### src/rtl/board_io_ctrl_if.sv
// Board I/O signal bundle: core-side triggers/UART and pin-side switches.
// The block under control uses the slave modport; the driver of its inputs uses master.
interface board_io_ctrl_if #(
   parameter int unsigned NTRIG = 4,
   parameter int unsigned NSW   = 8
);
   logic [1:0]       trig_mode;
   logic [NTRIG-1:0] trig_in;
   logic [NTRIG-1:0] trig_out;
   logic             uart_tx_in;
   logic             uart_rx_in;
   logic             led_tx;
   logic             led_rx;
   logic [NSW-1:0]   sw_raw;
   logic [NSW-1:0]   sw_db;
   logic             sw_chg;

   modport master (
      output trig_mode, trig_in, uart_tx_in, uart_rx_in, sw_raw,
      input  trig_out, led_tx, led_rx, sw_db, sw_chg
   );

   modport slave (
      input  trig_mode, trig_in, uart_tx_in, uart_rx_in, sw_raw,
      output trig_out, led_tx, led_rx, sw_db, sw_chg
   );
endinterface

### src/rtl/board_io_ctrl.sv
// Trigger conditioning, UART activity LEDs and switch synchronisation for the board.
// Define BOARD_IO_DEBOUNCE_EN to add a per-switch DEB_CYC stability filter.
module board_io_ctrl #(
   parameter int unsigned NTRIG   = 4,
   parameter int unsigned STRETCH = 48,
   parameter int unsigned ACT_LEN = 2400000,
   parameter int unsigned NSW     = 8,
   parameter int unsigned DEB_CYC = 480000
) (
   input logic            clk,
   input logic            resetn,
   board_io_ctrl_if.slave io
);

   localparam int unsigned AW = $clog2(ACT_LEN + 1);

   if (STRETCH < 1 || STRETCH > 65535 || ACT_LEN < 1 || DEB_CYC < 2) begin : g_param_chk
      $error("board_io_ctrl: parameter out of range");
   end

   // ---------------------------------------------------------------- triggers
   logic [1:0]       mode_q;
   logic             mode_chg;
   logic [NTRIG-1:0] prev_q;
   logic [NTRIG-1:0] rise;
   logic [NTRIG-1:0] out_q;
   logic [NTRIG-1:0] out_d;
   logic [15:0]      cnt_q [NTRIG];
   logic [15:0]      cnt_d [NTRIG];

   assign mode_chg = (io.trig_mode != mode_q);
   assign rise     = io.trig_in & ~prev_q;

   always_comb begin
      out_d = out_q;
      for (int i = 0; i < NTRIG; i++) begin
         cnt_d[i] = cnt_q[i];
         case (mode_q)
            2'b01: begin
               if (rise[i]) begin
                  cnt_d[i] = 16'(STRETCH);
               end else if (cnt_q[i] != '0) begin
                  cnt_d[i] = cnt_q[i] - 16'd1;
               end
               out_d[i] = (cnt_d[i] != '0);
            end
            2'b10:   out_d[i] = out_q[i] ^ rise[i];
            default: out_d[i] = io.trig_in[i];
         endcase
         // A mode switch wipes the channel and discards this cycle's edges.
         if (mode_chg) begin
            cnt_d[i] = '0;
            out_d[i] = 1'b0;
         end
      end
   end

   always_ff @(posedge clk or negedge resetn) begin
      if (!resetn) begin
         mode_q <= 2'b00;
         prev_q <= '0;
         out_q  <= '0;
         for (int i = 0; i < NTRIG; i++) cnt_q[i] <= '0;
      end else begin
         mode_q <= io.trig_mode;
         prev_q <= mode_chg ? '0 : io.trig_in;
         out_q  <= out_d;
         for (int i = 0; i < NTRIG; i++) cnt_q[i] <= cnt_d[i];
      end
   end

   assign io.trig_out = out_q;

   // ---------------------------------------------------------------- UART LEDs
   // Index 0 is TX, index 1 is RX. Sync and history flops reset high so an idle
   // line never looks like a start bit after reset.
   logic [1:0]    u_raw;
   logic [1:0]    u_s1_q;
   logic [1:0]    u_s2_q;
   logic [1:0]    u_prev_q;
   logic [1:0]    u_fall;
   logic [AW-1:0] act_q [2];
   logic [AW-1:0] act_d [2];

   assign u_raw  = {io.uart_rx_in, io.uart_tx_in};
   assign u_fall = u_prev_q & ~u_s2_q;

   always_comb begin
      for (int k = 0; k < 2; k++) begin
         act_d[k] = act_q[k];
         if (u_fall[k]) begin
            act_d[k] = AW'(ACT_LEN);
         end else if (act_q[k] != '0) begin
            act_d[k] = act_q[k] - AW'(1);
         end
      end
   end

   always_ff @(posedge clk or negedge resetn) begin
      if (!resetn) begin
         u_s1_q   <= '1;
         u_s2_q   <= '1;
         u_prev_q <= '1;
         for (int k = 0; k < 2; k++) act_q[k] <= '0;
      end else begin
         u_s1_q   <= u_raw;
         u_s2_q   <= u_s1_q;
         u_prev_q <= u_s2_q;
         for (int k = 0; k < 2; k++) act_q[k] <= act_d[k];
      end
   end

   assign io.led_tx = (act_q[0] != '0);
   assign io.led_rx = (act_q[1] != '0);

   // ---------------------------------------------------------------- switches
   logic [NSW-1:0] sw_s1_q;
   logic [NSW-1:0] sw_s2_q;
   logic [NSW-1:0] db_val;
   logic [NSW-1:0] db_prev_q;
   logic           chg_q;

   always_ff @(posedge clk or negedge resetn) begin
      if (!resetn) begin
         sw_s1_q <= '0;
         sw_s2_q <= '0;
      end else begin
         sw_s1_q <= io.sw_raw;
         sw_s2_q <= sw_s1_q;
      end
   end

`ifdef BOARD_IO_DEBOUNCE_EN
   localparam int unsigned DW = $clog2(DEB_CYC);

   logic [NSW-1:0] db_q;
   logic [NSW-1:0] db_d;
   logic [DW-1:0]  deb_q [NSW];
   logic [DW-1:0]  deb_d [NSW];

   // Counter tracks consecutive disagreeing cycles; any agreement restarts it.
   always_comb begin
      db_d = db_q;
      for (int i = 0; i < NSW; i++) begin
         deb_d[i] = '0;
         if (sw_s2_q[i] != db_q[i]) begin
            if (deb_q[i] == DW'(DEB_CYC - 1)) begin
               db_d[i] = sw_s2_q[i];
            end else begin
               deb_d[i] = deb_q[i] + DW'(1);
            end
         end
      end
   end

   always_ff @(posedge clk or negedge resetn) begin
      if (!resetn) begin
         db_q <= '0;
         for (int i = 0; i < NSW; i++) deb_q[i] <= '0;
      end else begin
         db_q <= db_d;
         for (int i = 0; i < NSW; i++) deb_q[i] <= deb_d[i];
      end
   end

   assign db_val = db_q;
`else
   assign db_val = sw_s2_q;
`endif

   always_ff @(posedge clk or negedge resetn) begin
      if (!resetn) begin
         db_prev_q <= '0;
         chg_q     <= 1'b0;
      end else begin
         db_prev_q <= db_val;
         chg_q     <= |(db_val ^ db_prev_q);
      end
   end

   assign io.sw_db  = db_val;
   assign io.sw_chg = chg_q;

endmodule

### src/flat_wrapper.sv
// flat-port wrapper written by rule: the top's interface ports become plain ports
module board_io_ctrl_flat 
#(
   parameter int unsigned NTRIG   = 4,
   parameter int unsigned STRETCH = 48,
   parameter int unsigned ACT_LEN = 2400000,
   parameter int unsigned NSW     = 8,
   parameter int unsigned DEB_CYC = 480000
)
  (clk, resetn, io_trig_mode, io_trig_in, io_uart_tx_in, io_uart_rx_in, io_sw_raw, io_trig_out, io_led_tx, io_led_rx, io_sw_db, io_sw_chg);
  board_io_ctrl_if #(.NTRIG(NTRIG), .NSW(NSW)) io_i ();
  input logic clk;
  input logic resetn;
  input wire logic [$bits(io_i.trig_mode)-1:0] io_trig_mode;
  input wire logic [$bits(io_i.trig_in)-1:0] io_trig_in;
  input wire logic [$bits(io_i.uart_tx_in)-1:0] io_uart_tx_in;
  input wire logic [$bits(io_i.uart_rx_in)-1:0] io_uart_rx_in;
  input wire logic [$bits(io_i.sw_raw)-1:0] io_sw_raw;
  output wire logic [$bits(io_i.trig_out)-1:0] io_trig_out;
  output wire logic [$bits(io_i.led_tx)-1:0] io_led_tx;
  output wire logic [$bits(io_i.led_rx)-1:0] io_led_rx;
  output wire logic [$bits(io_i.sw_db)-1:0] io_sw_db;
  output wire logic [$bits(io_i.sw_chg)-1:0] io_sw_chg;
  assign io_i.trig_mode = io_trig_mode;
  assign io_i.trig_in = io_trig_in;
  assign io_i.uart_tx_in = io_uart_tx_in;
  assign io_i.uart_rx_in = io_uart_rx_in;
  assign io_i.sw_raw = io_sw_raw;
  assign io_trig_out = io_i.trig_out;
  assign io_led_tx = io_i.led_tx;
  assign io_led_rx = io_i.led_rx;
  assign io_sw_db = io_i.sw_db;
  assign io_sw_chg = io_i.sw_chg;
  board_io_ctrl #(.NTRIG(NTRIG), .STRETCH(STRETCH), .ACT_LEN(ACT_LEN), .NSW(NSW), .DEB_CYC(DEB_CYC)) u_core (.clk(clk), .resetn(resetn), .io(io_i));
endmodule
### config.mk
export PLATFORM = sky130hd
export DESIGN_NAME = board_io_ctrl_flat
export DESIGN_NICKNAME = d
export VERILOG_FILES = /design/src/rtl/board_io_ctrl_if.sv /design/src/rtl/board_io_ctrl.sv /design/src/flat_wrapper.sv
export SDC_FILE = /design/constraint.sdc
export NUM_CORES = 1
export LEC_CHECK = 0
export BUFFER_PORTS_ARGS = -buffer_cell sky130_fd_sc_hd__buf_2
export CORE_ASPECT_RATIO = 0.9
export CORE_UTILIZATION = 56
export DETAILED_ROUTE_END_ITERATION = 12
export PLACE_DENSITY = 0.75
export SETUP_SLACK_MARGIN = 0.05
export SYNTH_ARGS = -nofsm -noshare
export SYNTH_HDL_FRONTEND = slang
export SYNTH_SLANG_ARGS = --single-unit
### constraint.sdc
create_clock -name clk -period 2.3 [get_ports clk]
set_input_delay 0.345 -clock clk [delete_from_list [all_inputs] [get_ports clk]]
set_output_delay 0.345 -clock clk [all_outputs]
set_load 0.005 [all_outputs]
==> reports/metrics.cfg, run 1 <==
[outcome]
status=finished with violations
failed_checks=negative setup slack

[global_route]
grt-ovfl-total=0
grt_pass1_wl_um=32900
grt_max_degree=51
antenna_found_initial=0
grt_usage=0.278
grt_pass1_vias=6954

[power_and_ir_drop]
power_leakage_nw=4.59
clkPwrFrac=0.367
intPower_mw=5.92
seqPwrFrac=0.361
p_sw_mw=2.62
p_sw_frac=0.307
pwr-share-comb=0.272
p_per_area_nw_per_um2=826
ir_drop_mv=0.685

[critical_path]
cp_max_fo=2
critical_path_class=reg2out
worstReg2RegEnd=u_core.act_q[33]
reg2reg_from=u_core.act_q[26]
r2r_slack_ns=0.01
critPathLaunchType=flop
ff2ff_path_depth=7
crit_start=u_core.act_q[27]
cp.required_ns=1.96
end_kind=output port
worstPathArrival_ns=1.98

[placement]
portBuffers=32
place_area_um2=9120
hpwl_um=13300
gp_congestion=0.903
place_ws_ns=-0.0844

[sta]
worst_pin_slew_ns=0.665
fmax_mhz=430
maxSlewHeadroom=0.556
min_period_ns=2.32
setup_viol=2
hold_viol=0
post-route-period-util=1.01
setup_slack_ns=-0.0248
skew_ns=0.00986
grt_setup_unrepaired=yes
maxSlewViolCount=0

[min_path]
whs_path_depth=1
hold_class=in2reg
hp-start=io_sw_raw[7]
whs_endpoint=u_core.sw_s1_q[7]

[clock_tree]
root_buffer=clkbuf_16
cts_buffer_depth=2
cts_made_buffers=17
numClockSinks=149
htreeDepth=4
clk_pin_slew_ns=0.06
cts_tree=yes
insertion_delay_ns=0.43

[drt]
finalWirelength_um=20500
drt-vias-per-instance=6.02
firstDrtPassIters=5
routed_wire_length_per_instance_um=16.5
num_vias=7465
ant_nets=0
drt_iter0_drc=554
drc=0

[run]
drv_cap=0

[floorplan]
die_w_um=130
start_util=0.581
boundaryPins=33
die_area_um2=15200
num_rows=41
core_um2=14200
die_height_um=117

[synth]
netlist_instances=923
synth_cell_type_count=72
ys_async_sr_fraction=1.00
synthesis.area_um2=8220
yosys_warnings=0
mappedNetlistNets=953
synth_edf_count=0
syn_avg_cell_area_um2=8.91
synthFlopType=dfrtp_1
ys_ff_latch=149
seq_area_frac_synth=0.454

[cells_and_area]
antenna_cells=0
drive_above_1_share=0.255
final_common_cell=dfrtp_1
final_util=0.730
nets=1065
final_cell_mix=dfrtp_1, nor2_1, buf_4, nand2_1, o21ai_0
stdcell_area_um2=10300
area_growth_pct=25.8

## sequential cells by signal, summed over array words and instances, names as in the netlist, 4 cells and up
register / cells
u_core.cnt_q: 64
u_core.act_q: 44
u_core.db_prev_q: 8
u_core.io.sw_db: 8
u_core.sw_s1_q: 8
u_core.io.trig_out: 4
u_core.prev_q: 4
## worst max-delay path, cell delays in order, from the launching register on
cell	delay [ns]
dfrtp_1	0.39
nor4_2	0.28
buf_4	0.16
nand4b_1	0.10
or3_4	0.40
buf_6	0.13
buf_6	0.10
## kinds of logic (layout without fill, tap and decap cells)
family,Yosys count,after routing,synth area share
simple gates,401,401,0.253
compound gates,216,216,0.160
flops,149,149,0.454
buf+inv,76,201,0.0382
xor+xnor,60,60,0.0639
fa+ha+maj,12,12,0.0183
mux,9,9,0.0120
## what timing repair did
action / CTS / global route
endpoints found under the hold margin: 46 / 0
buffers inserted: 10 / 16
gates resized for setup: 26 / 57
setup endpoints to repair: 29 / 55
cloned: 0 / 0
hold buffers: 1 / 0
pin swaps: 7 / 23
## layer usage
metal | part of all wire | global-route usage | vias up
met5 | 0 | 0 | -
met4 | 0.021 | 0.113 | 0
met3 | 0.055 | 0.0523 | 41
met2 | 0.48 | 0.445 | 261
met1 | 0.45 | 0.374 | 3594
li1 | - | - | 3569
## cell usage after synthesis, drive strengths merged (12+ instances only)
cell	number	area [µm²]
nor3	36	191
nand3	31	155
clkbuf	35	133
or3	13	81.3
dfrtp	143	3580
xor2	36	315
xnor2	24	210
o21ai	79	395
nand2	89	334
buf	15	83.8
nor2	107	402
o31ai	17	128
inv	26	97.6
ha	12	150
a31oi	12	75.1
a21oi	55	275
nor4	31	219
nand4	19	119
## cell type report
class / count / area, µm²
clock buffer: 21 / 480
clock inverter: 11 / 194
fill: 1039 / 3820
inverter: 26 / 97.6
multi-input combinational: 698 / 4530
sequential: 149 / 3740
tap: 193 / 241
timing repair buffer: 143 / 1060
## power by group through the flow
stage / combinational (mW) / sequential (mW) / clock, mW
global placement: 1.94 / 3.08 / 0
detailed placement: 1.98 / 3.09 / 0
floorplan: 1.36 / 3.04 / 0
finish: 2.32 / 3.08 / 3.14
global route: 2.57 / 3.11 / 3.30
CTS: 2.07 / 3.05 / 3.18
## per-stage QoR
step	total power, mW	hold WS [ns]	TNS (ns)	std cells
3_3_place_gp	5.01	0.320	-0.0876	1184
4_1_cts	8.30	0.00472	-0.142	1227
5_1_grt	8.98	0.00781	-0.570	1241
3_5_place_dp	5.06	0.320	-0.169	1184
6_report	8.54	0.0183	-0.0382	1241
2_1_floorplan	4.41	0.0494	0	923
## how the worst max path moves through the flow
stage	endpoint	slack (ns)	cells after the start
finish	io_led_tx	-0.02	6
global route	io_led_tx	-0.11	6
CTS	io_led_tx	-0.05	6
detailed placement	u_core.io.trig_out[1]	-0.08	8
global placement	u_core.io.trig_out[1]	-0.09	8
floorplan	u_core.io.trig_out[1]	0.01	7
Power figures use the tool's default switching activity.
==> inputs of run 2 (changes only) <==
Settings changed: CORE_UTILIZATION 56 to 60, PLACE_DENSITY 0.75 to 0.77.
Clock period 2.3 ns to 2.15 ns, I/O delays scaled along.
==> reports/metrics.cfg, run 2 (synthesized netlist as in run 1, its figures left out) <==
[outcome]
status=finished with violations
failed_checks=negative setup slack

[critical_path]
crit_buf_inv=2  ; -1
slowest_stage=dfrtp_1
critical_path_class=reg2out
cp_max_fo=5  ; +3
crit_family=simple AND/OR/NAND/NOR gates
worstPathArrival_ns=2.04  ; +0.06 ns
cp.required_ns=1.83  ; -0.13 ns
cp.depth=5  ; -1
critPathLaunchType=flop
ff2ff_path_depth=8  ; +1
crit_chain=nor3_1 > nand3_1 > or3_4 > buf_6 > buf_6
end_kind=output port
cpMostUsedCell=buf_6
worst_path_largest_cell_delay_ns=0.42  ; +0.02 ns
r2r_slack_ns=-0.20  ; -0.21 ns

[power_and_ir_drop]
p_per_area_nw_per_um2=824  ; -0.24%
ir_drop_mv=0.654  ; -4.6%
power_leakage_nw=4.87  ; +6.1%

[placement]
hpwl_um=14600  ; +10%
gp_congestion=0.954  ; +5.7%
place_area_um2=9510  ; +4.3%
portBuffers=32  ; unchanged
place_ws_ns=-0.0747  ; +0.00978 ns

[clock_tree]
cts_tree=yes
htreeDepth=4  ; unchanged
insertion_delay_ns=0.43  ; about the same
clk_pin_slew_ns=0.06  ; about the same
cts_buffer_depth=2  ; unchanged
cts_made_buffers=17  ; unchanged
numClockSinks=149  ; unchanged
root_buffer=clkbuf_16

[sta]
maxSlewHeadroom=0.571  ; +0.0156
grt_setup_unrepaired=yes
skew_ns=0.00589  ; -0.00397 ns
fmax_mhz=423
min_period_ns=2.36
setup_slack_ns=-0.215  ; -0.190 ns
maxSlewViolCount=0  ; unchanged
hold_viol=0  ; unchanged
worst_pin_slew_ns=0.643  ; -0.0220 ns
setup_viol=12  ; +10
post-route-period-util=1.10

[floorplan]
start_util=0.615  ; +0.0346
core_um2=13400  ; -5.6%
die_height_um=113  ; -3.3%
boundaryPins=33  ; unchanged
num_rows=40  ; -2.4%
die_w_um=125  ; -3.3%
die_area_um2=14200  ; -6.6%

[global_route]
grt_pass1_wl_um=37300  ; +13%
antenna_found_initial=0  ; unchanged
grt_pass1_vias=7936  ; +14%
grt_usage=0.329  ; +0.0512
grt-ovfl-total=0  ; unchanged
grt_max_degree=70  ; +37%

[cells_and_area]
final_cell_mix=buf_4, dfrtp_1, nor2_1, nand2_1, o21ai_0
reg.largest.list=u_core.cnt_q (64), u_core.act_q (44)
largest_reg_flops=64  ; unchanged
nets=1123  ; +5.4%
stdcell_area_um2=10900  ; +5.3%
drive_above_1_share=0.312  ; +0.0572
area_growth_pct=32.4
final_common_cell=buf_4
regMostFlops=u_core.cnt_q
antenna_cells=0  ; unchanged

[drt]
drt-vias-per-instance=6.24  ; +3.8%
drt_iter0_drc=671  ; +21%
num_vias=7956  ; +6.6%
firstDrtPassIters=7  ; +2
drc=0  ; unchanged
ant_nets=0  ; unchanged
finalWirelength_um=23300  ; +14%
routed_wire_length_per_instance_um=18.3  ; +11%

[run]
drv_cap=0  ; unchanged

[min_path]
hold_class=in2reg
whs_path_depth=1  ; unchanged

## run 2: cell count changes in the layout (fill, tap and decap cells not counted), sizes merged
cell | previous run | this run
clkinvlp | 1 | 8
buf | 142 | 190
clkinv | 4 | 1
dlygate4sd3 | 1 | 11
clkbuf | 21 | 17
inv | 27 | 32
bufinv | 5 | 0
## run 2: timing repair
| action | CTS | global route |
|---|---|---|
| pin swaps | 26 | 32 |
| resized for setup | 45 | 81 |
| hold endpoints to repair | 69 | 0 |
| gates cloned | 0 | 0 |
| buffers inserted | 18 | 11 |
| endpoints found under the setup margin | 36 | 71 |
| hold buffers | 11 | 0 |
## run 2: cell type report
type	instances	area, µm²
clock inverter	15	124
sequential	149	3740
tap	168	210
timing repair buffer	201	1540
multi-input combinational	698	4750
inverter	26	97.6
clock buffer	17	425
fill	794	2470
## run 2: path summary, 6_finish.rpt
path,start,to
max,u_core.act_q[38],io_led_tx
max reg2reg,u_core.act_q[26],u_core.act_q[34]
min reg2reg,u_core.sw_s1_q[0],u_core.io.sw_db[0]
min in group asynchronous,resetn,u_core.act_q[33]
min,io_trig_mode[1],u_core.mode_q[1]
max in group asynchronous,resetn,u_core.cnt_q[22]
## run 2: through the flow
step | hold WS [ns] | std cells | utilization | TNS, ns | power, mW
finish | 0.0162 | 1274 | 0.815 | -1.16 | 8.97
CTS | 0.00731 | 1264 | 0.785 | -0.846 | 8.67
global placement | 0.331 | 1203 | 0.712 | -0.0684 | 5.56
floorplan | 0.0269 | 923 | - | -0.0561 | 4.76
global route | 0.0131 | 1274 | 0.815 | -3.13 | 9.40
detailed placement | 0.336 | 1203 | 0.712 | -0.343 | 5.67
## run 2: layer usage
metal	vias up	GRT usage	routed length, µm
met5	-	0	0
met4	0	0.140	761
met3	89	0.0553	1430
met2	369	0.567	11800
met1	3833	0.413	9300
li1	3665	-	-
## run 2: power breakdown
| part | internal [mW] | switching (mW) |
|---|---|---|
| sequential | 3.03 | 0.252 |
| combinational | 1.36 | 1.57 |
| clock | 1.50 | 1.26 |
| total | 5.89 | 3.08 |
